`src/rtl/dp_param_pkg.sv`:
```
// rtl/dp_param_pkg.sv - shared opcodes, flag indices and bench clock period for dp_param
package dp_param_pkg;

   // ALU opcodes
   localparam logic [2:0] ALU_PASS = 3'b000;
   localparam logic [2:0] ALU_AND  = 3'b001;
   localparam logic [2:0] ALU_OR   = 3'b010;
   localparam logic [2:0] ALU_NOT  = 3'b011;
   localparam logic [2:0] ALU_ADD  = 3'b100;
   localparam logic [2:0] ALU_SUB  = 3'b101;
   localparam logic [2:0] ALU_INC  = 3'b110;
   localparam logic [2:0] ALU_DEC  = 3'b111;

   // Shifter opcodes
   localparam logic [1:0] SH_PASS = 2'b00;
   localparam logic [1:0] SH_SHL  = 2'b01;
   localparam logic [1:0] SH_SHR  = 2'b10;
   localparam logic [1:0] SH_ROR  = 2'b11;

   // Bit positions inside flags = {Z, N, C, V}
   localparam int F_Z = 3;
   localparam int F_N = 2;
   localparam int F_C = 1;
   localparam int F_V = 0;

   // Half clock period used by benches
   localparam int HALF = 5;

endpackage

```
`src/rtl/dp_regfile.sv`:
```
// rtl/dp_regfile.sv - DEPTH x WIDTH register file, one sync write port, two enabled comb read ports
module dp_regfile #(
   parameter int WIDTH = 8,
   parameter int DEPTH = 4,
   localparam int AW = $clog2(DEPTH)
) (
   input  logic             clock,
   input  logic             reset_n,
   input  logic             we_i,
   input  logic [AW-1:0]    wa_i,
   input  logic [WIDTH-1:0] wd_i,
   input  logic             rae_i,
   input  logic [AW-1:0]    raa_i,
   input  logic             rbe_i,
   input  logic [AW-1:0]    rba_i,
   output logic [WIDTH-1:0] a_o,
   output logic [WIDTH-1:0] b_o
);

   logic [WIDTH-1:0] mem_q [DEPTH];

   // Storage: cleared asynchronously, written on the rising edge when enabled
   always_ff @(posedge clock or negedge reset_n) begin
      if (!reset_n) begin
         for (int i = 0; i < DEPTH; i++) begin
            mem_q[i] <= '0;
         end
      end else if (we_i) begin
         mem_q[wa_i] <= wd_i;
      end
   end

   // Reads see the pre-edge contents, so a same-cycle write is not forwarded
   assign a_o = rae_i ? mem_q[raa_i] : '0;
   assign b_o = rbe_i ? mem_q[rba_i] : '0;

endmodule

```
`src/rtl/dp_param.sv`:
```
// rtl/dp_param.sv - parametrised register-file datapath with ALU, shifter, flags and registered output
module dp_param
   import dp_param_pkg::*;
#(
   parameter int WIDTH = 8,
   parameter int DEPTH = 4,
   localparam int AW = $clog2(DEPTH)
) (
   input  logic             clock,
   input  logic             reset_n,
   input  logic [WIDTH-1:0] n_input,
   input  logic             IE,
   input  logic             WE,
   input  logic [AW-1:0]    WA,
   input  logic             RAE,
   input  logic [AW-1:0]    RAA,
   input  logic             RBE,
   input  logic [AW-1:0]    RBA,
   input  logic [2:0]       ALU,
   input  logic [1:0]       SH,
   input  logic             OE,
   output logic [WIDTH-1:0] result,
   output logic             result_valid,
   output logic             n_is_0,
   output logic [3:0]       flags
);

   logic [WIDTH-1:0] a;
   logic [WIDTH-1:0] b;
   logic [WIDTH-1:0] wd;
   logic [WIDTH-1:0] op_b;
   logic             cin;
   logic             arith;
   logic [WIDTH:0]   sum;
   logic [WIDTH-1:0] alu_y;
   logic             alu_c;
   logic             alu_v;
   logic [WIDTH-1:0] sh_y;
   logic [3:0]       flags_q, flags_d;
   logic [WIDTH-1:0] result_q, result_d;
   logic             result_valid_q, result_valid_d;

   dp_regfile #(.WIDTH(WIDTH), .DEPTH(DEPTH)) u_regfile (
      .clock  (clock),
      .reset_n(reset_n),
      .we_i   (WE),
      .wa_i   (WA),
      .wd_i   (wd),
      .rae_i  (RAE),
      .raa_i  (RAA),
      .rbe_i  (RBE),
      .rba_i  (RBA),
      .a_o    (a),
      .b_o    (b)
   );

   // Adder operand select: every arithmetic op is A + op_b + cin on one adder
   always_comb begin
      op_b  = '0;
      cin   = 1'b0;
      arith = 1'b0;
      case (ALU)
         ALU_ADD: begin op_b = b;    cin = 1'b0; arith = 1'b1; end
         ALU_SUB: begin op_b = ~b;   cin = 1'b1; arith = 1'b1; end
         ALU_INC: begin op_b = '0;   cin = 1'b1; arith = 1'b1; end
         ALU_DEC: begin op_b = '1;   cin = 1'b0; arith = 1'b1; end
         default: begin op_b = '0;   cin = 1'b0; arith = 1'b0; end
      endcase
   end

   assign sum = {1'b0, a} + {1'b0, op_b} + {{WIDTH{1'b0}}, cin};

   // ALU result; carry out doubles as "no borrow" for the subtracting ops
   always_comb begin
      alu_y = '0;
      alu_c = 1'b0;
      alu_v = 1'b0;
      if (arith) begin
         alu_y = sum[WIDTH-1:0];
         alu_c = sum[WIDTH];
         alu_v = (a[WIDTH-1] == op_b[WIDTH-1]) && (sum[WIDTH-1] != a[WIDTH-1]);
      end else begin
         case (ALU)
            ALU_PASS: alu_y = a;
            ALU_AND:  alu_y = a & b;
            ALU_OR:   alu_y = a | b;
            ALU_NOT:  alu_y = ~a;
            default:  alu_y = a;
         endcase
      end
   end

   // Shifter applied to the ALU result
   always_comb begin
      sh_y = alu_y;
      case (SH)
         SH_SHL:  sh_y = {alu_y[WIDTH-2:0], 1'b0};
         SH_SHR:  sh_y = {1'b0, alu_y[WIDTH-1:1]};
         SH_ROR:  sh_y = {alu_y[0], alu_y[WIDTH-1:1]};
         default: sh_y = alu_y;
      endcase
   end

   assign wd = IE ? n_input : sh_y;

   // Next flags: only a datapath write-back (not an external load) updates them
   always_comb begin
      flags_d = flags_q;
      if (WE && !IE) begin
         flags_d[F_Z] = (sh_y == '0);
         flags_d[F_N] = sh_y[WIDTH-1];
         flags_d[F_C] = alu_c;
         flags_d[F_V] = alu_v;
      end
   end

   // Next output: capture port A on OE, strobe valid for exactly one cycle
   always_comb begin
      result_d       = result_q;
      result_valid_d = 1'b0;
      if (OE) begin
         result_d       = a;
         result_valid_d = 1'b1;
      end
   end

   // Status and output registers
   always_ff @(posedge clock or negedge reset_n) begin
      if (!reset_n) begin
         flags_q        <= '0;
         result_q       <= '0;
         result_valid_q <= 1'b0;
      end else begin
         flags_q        <= flags_d;
         result_q       <= result_d;
         result_valid_q <= result_valid_d;
      end
   end

   assign flags        = flags_q;
   assign result       = result_q;
   assign result_valid = result_valid_q;
   assign n_is_0       = (a == '0);

endmodule

```
`config.mk`:
```
export PLATFORM = sky130hd
export DESIGN_NAME = dp_param
export DESIGN_NICKNAME = d
export VERILOG_FILES = /design/src/rtl/dp_param_pkg.sv /design/src/rtl/dp_regfile.sv /design/src/rtl/dp_param.sv
export SDC_FILE = /design/constraint.sdc
export NUM_CORES = 1
export LEC_CHECK = 0
export CAP_MARGIN = 5
export CORE_ASPECT_RATIO = 1.2
export CORE_UTILIZATION = 45
export DETAILED_ROUTE_END_ITERATION = 6
export PLACE_DENSITY = 0.67
export SLEW_MARGIN = 20
export SYNTH_ARGS = -nofsm -noshare
export SYNTH_HDL_FRONTEND = slang
export SYNTH_HIERARCHICAL = 1
export SYNTH_SLANG_ARGS = --single-unit
```
`constraint.sdc`:
```
create_clock -name clock -period 7.45 [get_ports clock]
set_input_delay 1.1175 -clock clock [delete_from_list [all_inputs] [get_ports clock]]
set_output_delay 1.1175 -clock clock [all_outputs]
set_load 0.03 [all_outputs]
```
* After elaboration in Yosys (flattened, before gate mapping)
Index checks and enable logic that the tools add are counted.
** Storage, ports and cells
- Register bits :: 45
- Bits of input ports :: 26
- Output and inout bits :: 14
** Cells by class
- $add $sub $neg :: 2
- Magnitude comparators :: 4
- Equal/unequal tests :: 12
- Multiplexer cells :: 21
- Bitwise gates (word level) :: 7
- Reductions and logical operators :: 8
** Operators by type and width (number)
- 8-bit 2-to-1 mux :: 9
- 8-bit one-hot mux with 3 select lines :: 3
- 8-bit binary-select mux with 2-bit select :: 2
- 32-bit bitwise mux :: 1
- 8-bit demux with 2-bit select :: 1
- 8-bit logical NOT :: 2
- 8-bit inverter :: 2
- 3-bit equality test, second input constant :: 4
- 8-bit by 8-bit adder with 9-bit output :: 1
- 9-bit by 1-bit adder with 9-bit output :: 1
- 3-bit greater-or-equal comparator, second input constant :: 3
- 2-bit inverter with 3-bit output :: 3
- 8-bit AND :: 1
- 8-bit bitwise OR :: 1
- 3-bit by 2-bit equality test with 1-bit output, second input constant :: 2
- 1-bit 2-to-1 mux :: 5
- 2-bit equality test, second input constant :: 2
- 4-bit OR reduction :: 1
- 3-bit by 1-bit equality test with 1-bit output, second input constant :: 1
- 1-bit logical AND :: 3
- 3-bit by 1-bit < comparator with 1-bit output, second input constant :: 1
- 2-bit by 1-bit equality test with 1-bit output, second input constant :: 1
- 2-bit OR reduction :: 1
- 1-bit equality test :: 1
- other kinds (2) :: 2

* Longest topological paths before layout
- Word-level depth :: 13
- Gate-level depth with buffers :: 17
- Gate-level depth less buffers :: 15

* Cells and area by module
Netlist, hierarchy kept.
** By module, submodules not included
- dp_regfile :: instances 1, cells an instance 126, area each 1685.4 um2
- dp_param :: instances 1, cells an instance 210, area each 1675.4 um2

* Worst setup path before layout
OpenSTA, ideal clock, no wires.
- Kind :: input port to flip-flop
- From :: input RBA[1]
- To :: register u_regfile/mem_q[31] (netlist bit)
- Arrival time :: 4298 ps
- Data required time :: 7325 ps
- Setup slack :: 3027 ps
- Stages :: 17
- Path buffers :: 2
- Cell sequence :: buf_2 buf_4 mux2i_1 o22ai_1 nand2b_1 xnor2_1 nand2_1 fa_1 fa_1 nor2b_1 o221a_2 o2111ai_1 o21ai_1 o21ai_1 o2bb2ai_1 mux2_2 mux2_2
** On the way
- Cells in the longest elaborated chain, start to end :: 13
- Elaborated cells between the ends (all ways) :: 16
- Those cells by class :: 2 x add/sub; 10 x mux; 4 x bitwise
** Ends and longest elaborated chain
- start, declared :: line dp_param.sv:18 : input logic [AW-1:0] RBA,
- 2-bit inverter with 3-bit output (not written as such) (*) :: line dp_regfile.sv:35 : assign b_o = rbe_i ? mem_q[rba_i] : '0;
- 8-bit binary-select mux with 2-bit select (*) :: line dp_regfile.sv:35
- 8-bit 2-to-1 mux (not written as such) (*) (2 in a row) :: line dp_regfile.sv:35
- 8-bit 2-to-1 mux (*) :: line dp_regfile.sv:35
- net b[0] :: line dp_param.sv:29 : logic [WIDTH-1:0] b;
- 8-bit inverter :: line dp_param.sv:64 : ALU_SUB: begin op_b = ~b; cin = 1'b1; arith = 1'b1; end
- 8-bit one-hot mux with 3 select lines :: line dp_param.sv:62 : case (ALU)
- 8-bit by 8-bit adder with 9-bit output :: line dp_param.sv:71 : assign sum = {1'b0, a} + {1'b0, op_b} + {{WIDTH{1'b0}}, cin};
- 9-bit by 1-bit adder with 9-bit output :: line dp_param.sv:71
- 8-bit 2-to-1 mux (*) :: line dp_param.sv:78 : if (arith) begin
- 8-bit one-hot mux with 3 select lines (*) :: line dp_param.sv:96 : case (SH)
- 8-bit 2-to-1 mux (*) :: line dp_param.sv:104 : assign wd = IE ? n_input : sh_y;
- net wd[7] :: line dp_param.sv:30 : logic [WIDTH-1:0] wd;
- 32-bit bitwise mux (*) :: line dp_regfile.sv:29 : mem_q[wa_i] <= wd_i;
- end signal, assigned by index :: line dp_regfile.sv:29
- end, declared :: line dp_regfile.sv:20 : logic [WIDTH-1:0] mem_q [DEPTH];
Mark *: on every way through the listed nets, which the timed path passes. The rest lies on a longest branch. The select of a mux whose other input is x is not followed.
A chain may end at the register's enable or synchronous reset.

* Worst setup path in the final report
- From :: input RBA[1]
- To :: register u_regfile/mem_q[23] (netlist bit)
Same word-level chain as after synthesis.

==> impl_results.md <==
- CTS root buffer: clkbuf_8
- Mapped Avg Cell Area: 10.00 sq um
- Initial Utilization: 46.47%
- Final #Nets: 400
- Syn. warnings: 6
- CTS sink count: 45
- Number of library cell types mapped by synthesis: 61
- Setup crit end kind: flop
- Total track usage: 22.04%
- Total CTS buffers: 5
- RSZ-0062 raised after global routing: no
- Max-slew headroom: 30.80%
- RR Startpoint: u_regfile/mem_q[24]$_DFFE_PN0P_
- Reg2reg path depth: 15
- Critical path data arrival time: 5.47 ns
- CP peak stage delay: 1.09 ns
- Pwr dens: 235.1 nW/um^2
- Detailed placer's ending HPWL: 5.987 mm
- H-tree depth: 2
- Mapped cell area: 3361 sq um
- Vias per cell: 5.840
- Pint: 0.5831 mW
- First-pass GRT wire length: 13.23 mm
- Share of layout cells above drive strength 1: 17.49%
- Post-synth EDFFs: 0
- Total grt overflow: 0
- Drt first pass iters: 4
- Clock Latency Late Sink: 0.30 ns
- MaxCap Viol Count: 0
- Routed via count: 2663
- Hold buffer count at CTS: 0
- Clock Path Buffers: 2
- Final Max Slew Viols: 0
- Layout Cells excl Fill: 456
- Placer Congestion: 0.8288
- # DRC: 0
- Peak VDD IR: 0.0001362 V
- Worst Path Class, Setup: in2reg
- Final Cycle Share: 70.88%
- Comb power frac: 40.4%
- Setup Skew: 0.007432 ns
- Die Area: 7819 sq um
- Net Switching: 0.3307 mW
- Hold endpoint: flags[0]$_DFFE_PN0P_
- Critical path cell sequence: clkdlybuf4s50_1, mux2i_1, o22ai_1, nand2b_1, xnor2_1, nand2_1, fa_1, fa_1, nor2b_1, o221a_2, o2111ai_1, o21ai_1, o21ai_1, o2bb2ai_1, mux2_2, mux2_2
- Wire length per cell: 17.48 um
- R2R setup slack: 3.77 ns
- Hold-critical path depth: 2
- CTS tree: yes
- Leakage power: 1.669 nW
- Capturing point of the worst reg2reg path: u_regfile/mem_q[23]$_DFFE_PN0P_
- Largest net degree at the start of global routing: 46
- Hold wc startpoint: flags[0]$_DFFE_PN0P_
- Clock group share of total power: 21.2%
- Site Rows: 34
- Tmin final: 5.280 ns
- Worst-Margin Slew: 1.035 ns
- Initial antenna violation count: 0
- Sw frac: 36.19%
- Startpoint types: input pin
- Post-DRT Antenna Nets: 0
- CP max FO: 16
- Post-Synthesis Cells: 336
- Post-Synthesis Net Count: 371
- Seq cells post-synth: 45
- Die Y: 96.67 um
- Iter 0 DRT Violations: 148
- Die Span X: 80.89 um
- Critical path's slowest cell: clkdlybuf4s50_1
- Routed wire length: 7.973 mm
- Reg power frac: 38.5%
- Post-CTS Repair Setup Buffers: 0
- Vias in the first global route: 2561
- Ys async rst share: 100.0%
- Final setup viols: 0
- Main flop type after synthesis: dfrtp_1
- Setup tns final: 0 ns
- Placed cell count: 448
- N_diodes: 0
- Core area: 7232 sq um
- CTS resizes: 0
- I/O pins: 40
- Area added between synthesis and finish: 15.67%
- Worst hold path class: reg2reg
- Register area share after synthesis: 33.51%
- Worst path required time: 7.64 ns
- Reg clk slew, reported paths: 0.09 ns
- PortBufs: 39
- Peak Freq: 0.1894 GHz
- Final Hold Fails: 0
- Status: completed
[per-layer routing]
layer	track usage, %	wire [um]	up-vias
met4	7.143	114	0
met2	35.23	4042	43
met3	2.547	190	7
met1	30.63	3625	1298
li1	-	-	1315
met5	0	0	-
[cells in the mapped netlist, types with 5 or more instances]
library cell	number	area, sq um
a21oi_1	11	55.05
buf_2	6	30.03
clkbuf_1	5	18.77
dfrtp_1	45	1126
ha_1	7	87.58
inv_1	11	41.29
mux2_2	44	495.5
mux2i_1	37	370.4
nand2_1	17	63.81
nand2b_1	12	75.07
nor2_1	19	71.32
o21ai_0	15	75.07
o21ai_1	8	40.04
o22ai_1	16	100.1
xnor2_1	7	61.31
[placed cells by master, fill, tap and decap left out, types with 2 or more instances in the layout]
cell	synthesis	layout
dfrtp_1	45	45
a21oi_1	11	11
nand2_1	17	17
a21boi_0	2	2
xnor2_1	7	7
inv_6	0	2
and2_1	4	4
xor2_1	3	3
o31a_1	3	3
clkbuf_8	0	5
nand3b_2	2	2
inv_1	11	11
o22ai_1	16	16
mux2_2	44	44
nor4_1	2	2
o21ai_0	15	15
nand4b_1	2	2
or4_1	3	3
a21boi_1	3	3
nand3_1	4	4
o21ai_1	8	8
nor2_1	19	19
buf_4	4	2
o211ai_1	2	2
o21a_1	4	4
clkdlybuf4s50_1	0	38
nor2b_1	3	3
mux2i_1	37	37
ha_1	7	7
fa_1	2	2
nor3_1	2	2
nand2b_1	12	12
[power by group through the flow]
stage                     clock, mW  combinational [mW]  sequential [mW]
final                         0.193               0.369            0.351
after global routing          0.209               0.404            0.359
after CTS                     0.199               0.369            0.350
after detailed placement          0               0.366            0.354
after global placement            0               0.359            0.352
after floorplan                   0               0.244            0.364
[kinds of logic (layout without fill, tap and decap cells)]
group,count (synthesis),after routing,share of synthesized area (%)
XOR/XNOR,10,10,2.606
AND/OR/NAND/NOR,77,77,12.62
multiplexers,83,83,26.62
adder cells (fa/ha/maj),9,9,3.797
buffers and inverters,29,59,4.133
AO/OA/AOI/OAI,83,83,16.72
flip-flops,45,45,33.51
[state kept, by name, summed over array words and instances (netlist names)]
| register | flops |
|---|---|
| flags | 4 |
| result | 8 |
| result_valid | 1 |
| u_regfile/mem_q | 32 |
[worst max-delay path, delay by kind of cell]
| family | cells | cell delay, ns |
|---|---|---|
| AO/OA/AOI/OAI | 6 | 1.11 |
| XOR/XNOR | 1 | 0.14 |
| adder cells (fa/ha/maj) | 2 | 0.85 |
| buffers and inverters | 1 | 1.09 |
| multiplexers | 3 | 0.75 |
| AND/OR/NAND/NOR | 3 | 0.41 |
[how the worst max path moves through the flow]
stage,endpoint,from
2_1_floorplan,u_regfile/mem_q[31]$_DFFE_PN0P_,RBA[1]
3_3_place_gp,u_regfile/mem_q[31]$_DFFE_PN0P_,RBA[1]
3_5_place_dp,u_regfile/mem_q[23]$_DFFE_PN0P_,RBA[1]
4_1_cts,u_regfile/mem_q[23]$_DFFE_PN0P_,RBA[1]
5_1_grt,u_regfile/mem_q[15]$_DFFE_PN0P_,RBA[1]
6_report,u_regfile/mem_q[23]$_DFFE_PN0P_,RBA[1]
[area by class of cell]
| cell class | instances | area [sq um] |
|---|---|---|
| Clock buffer | 5 | 68.82 |
| Clock inverter | 3 | 47.55 |
| Fill cell | 673 | 3344 |
| Inverter | 11 | 41.29 |
| Multi-Input combinational cell | 262 | 2096 |
| Sequential cell | 45 | 1126 |
| Tap cell | 90 | 112.6 |
| Timing Repair Buffer | 40 | 395.4 |
[metrics by stage]
step / worst slack (ns) / hold WS (ns) / util [%] / power, mW / cell area (sq um)
2_1_floorplan: 3.027 / 0.5007 / - / 0.6083 / 3361
5_1_grt: 1.835 / 0.5315 / 53.75 / 0.9723 / 3887
6_report: 2.170 / 0.4887 / 53.75 / 0.9138 / 3887
3_5_place_dp: 1.813 / 0.4750 / 52.11 / 0.7209 / 3769
3_3_place_gp: 1.963 / 0.4726 / 52.11 / 0.7109 / 3769
4_1_cts: 2.139 / 0.4973 / 53.72 / 0.9189 / 3885
Note: power is estimated with default switching activity, not from simulation.
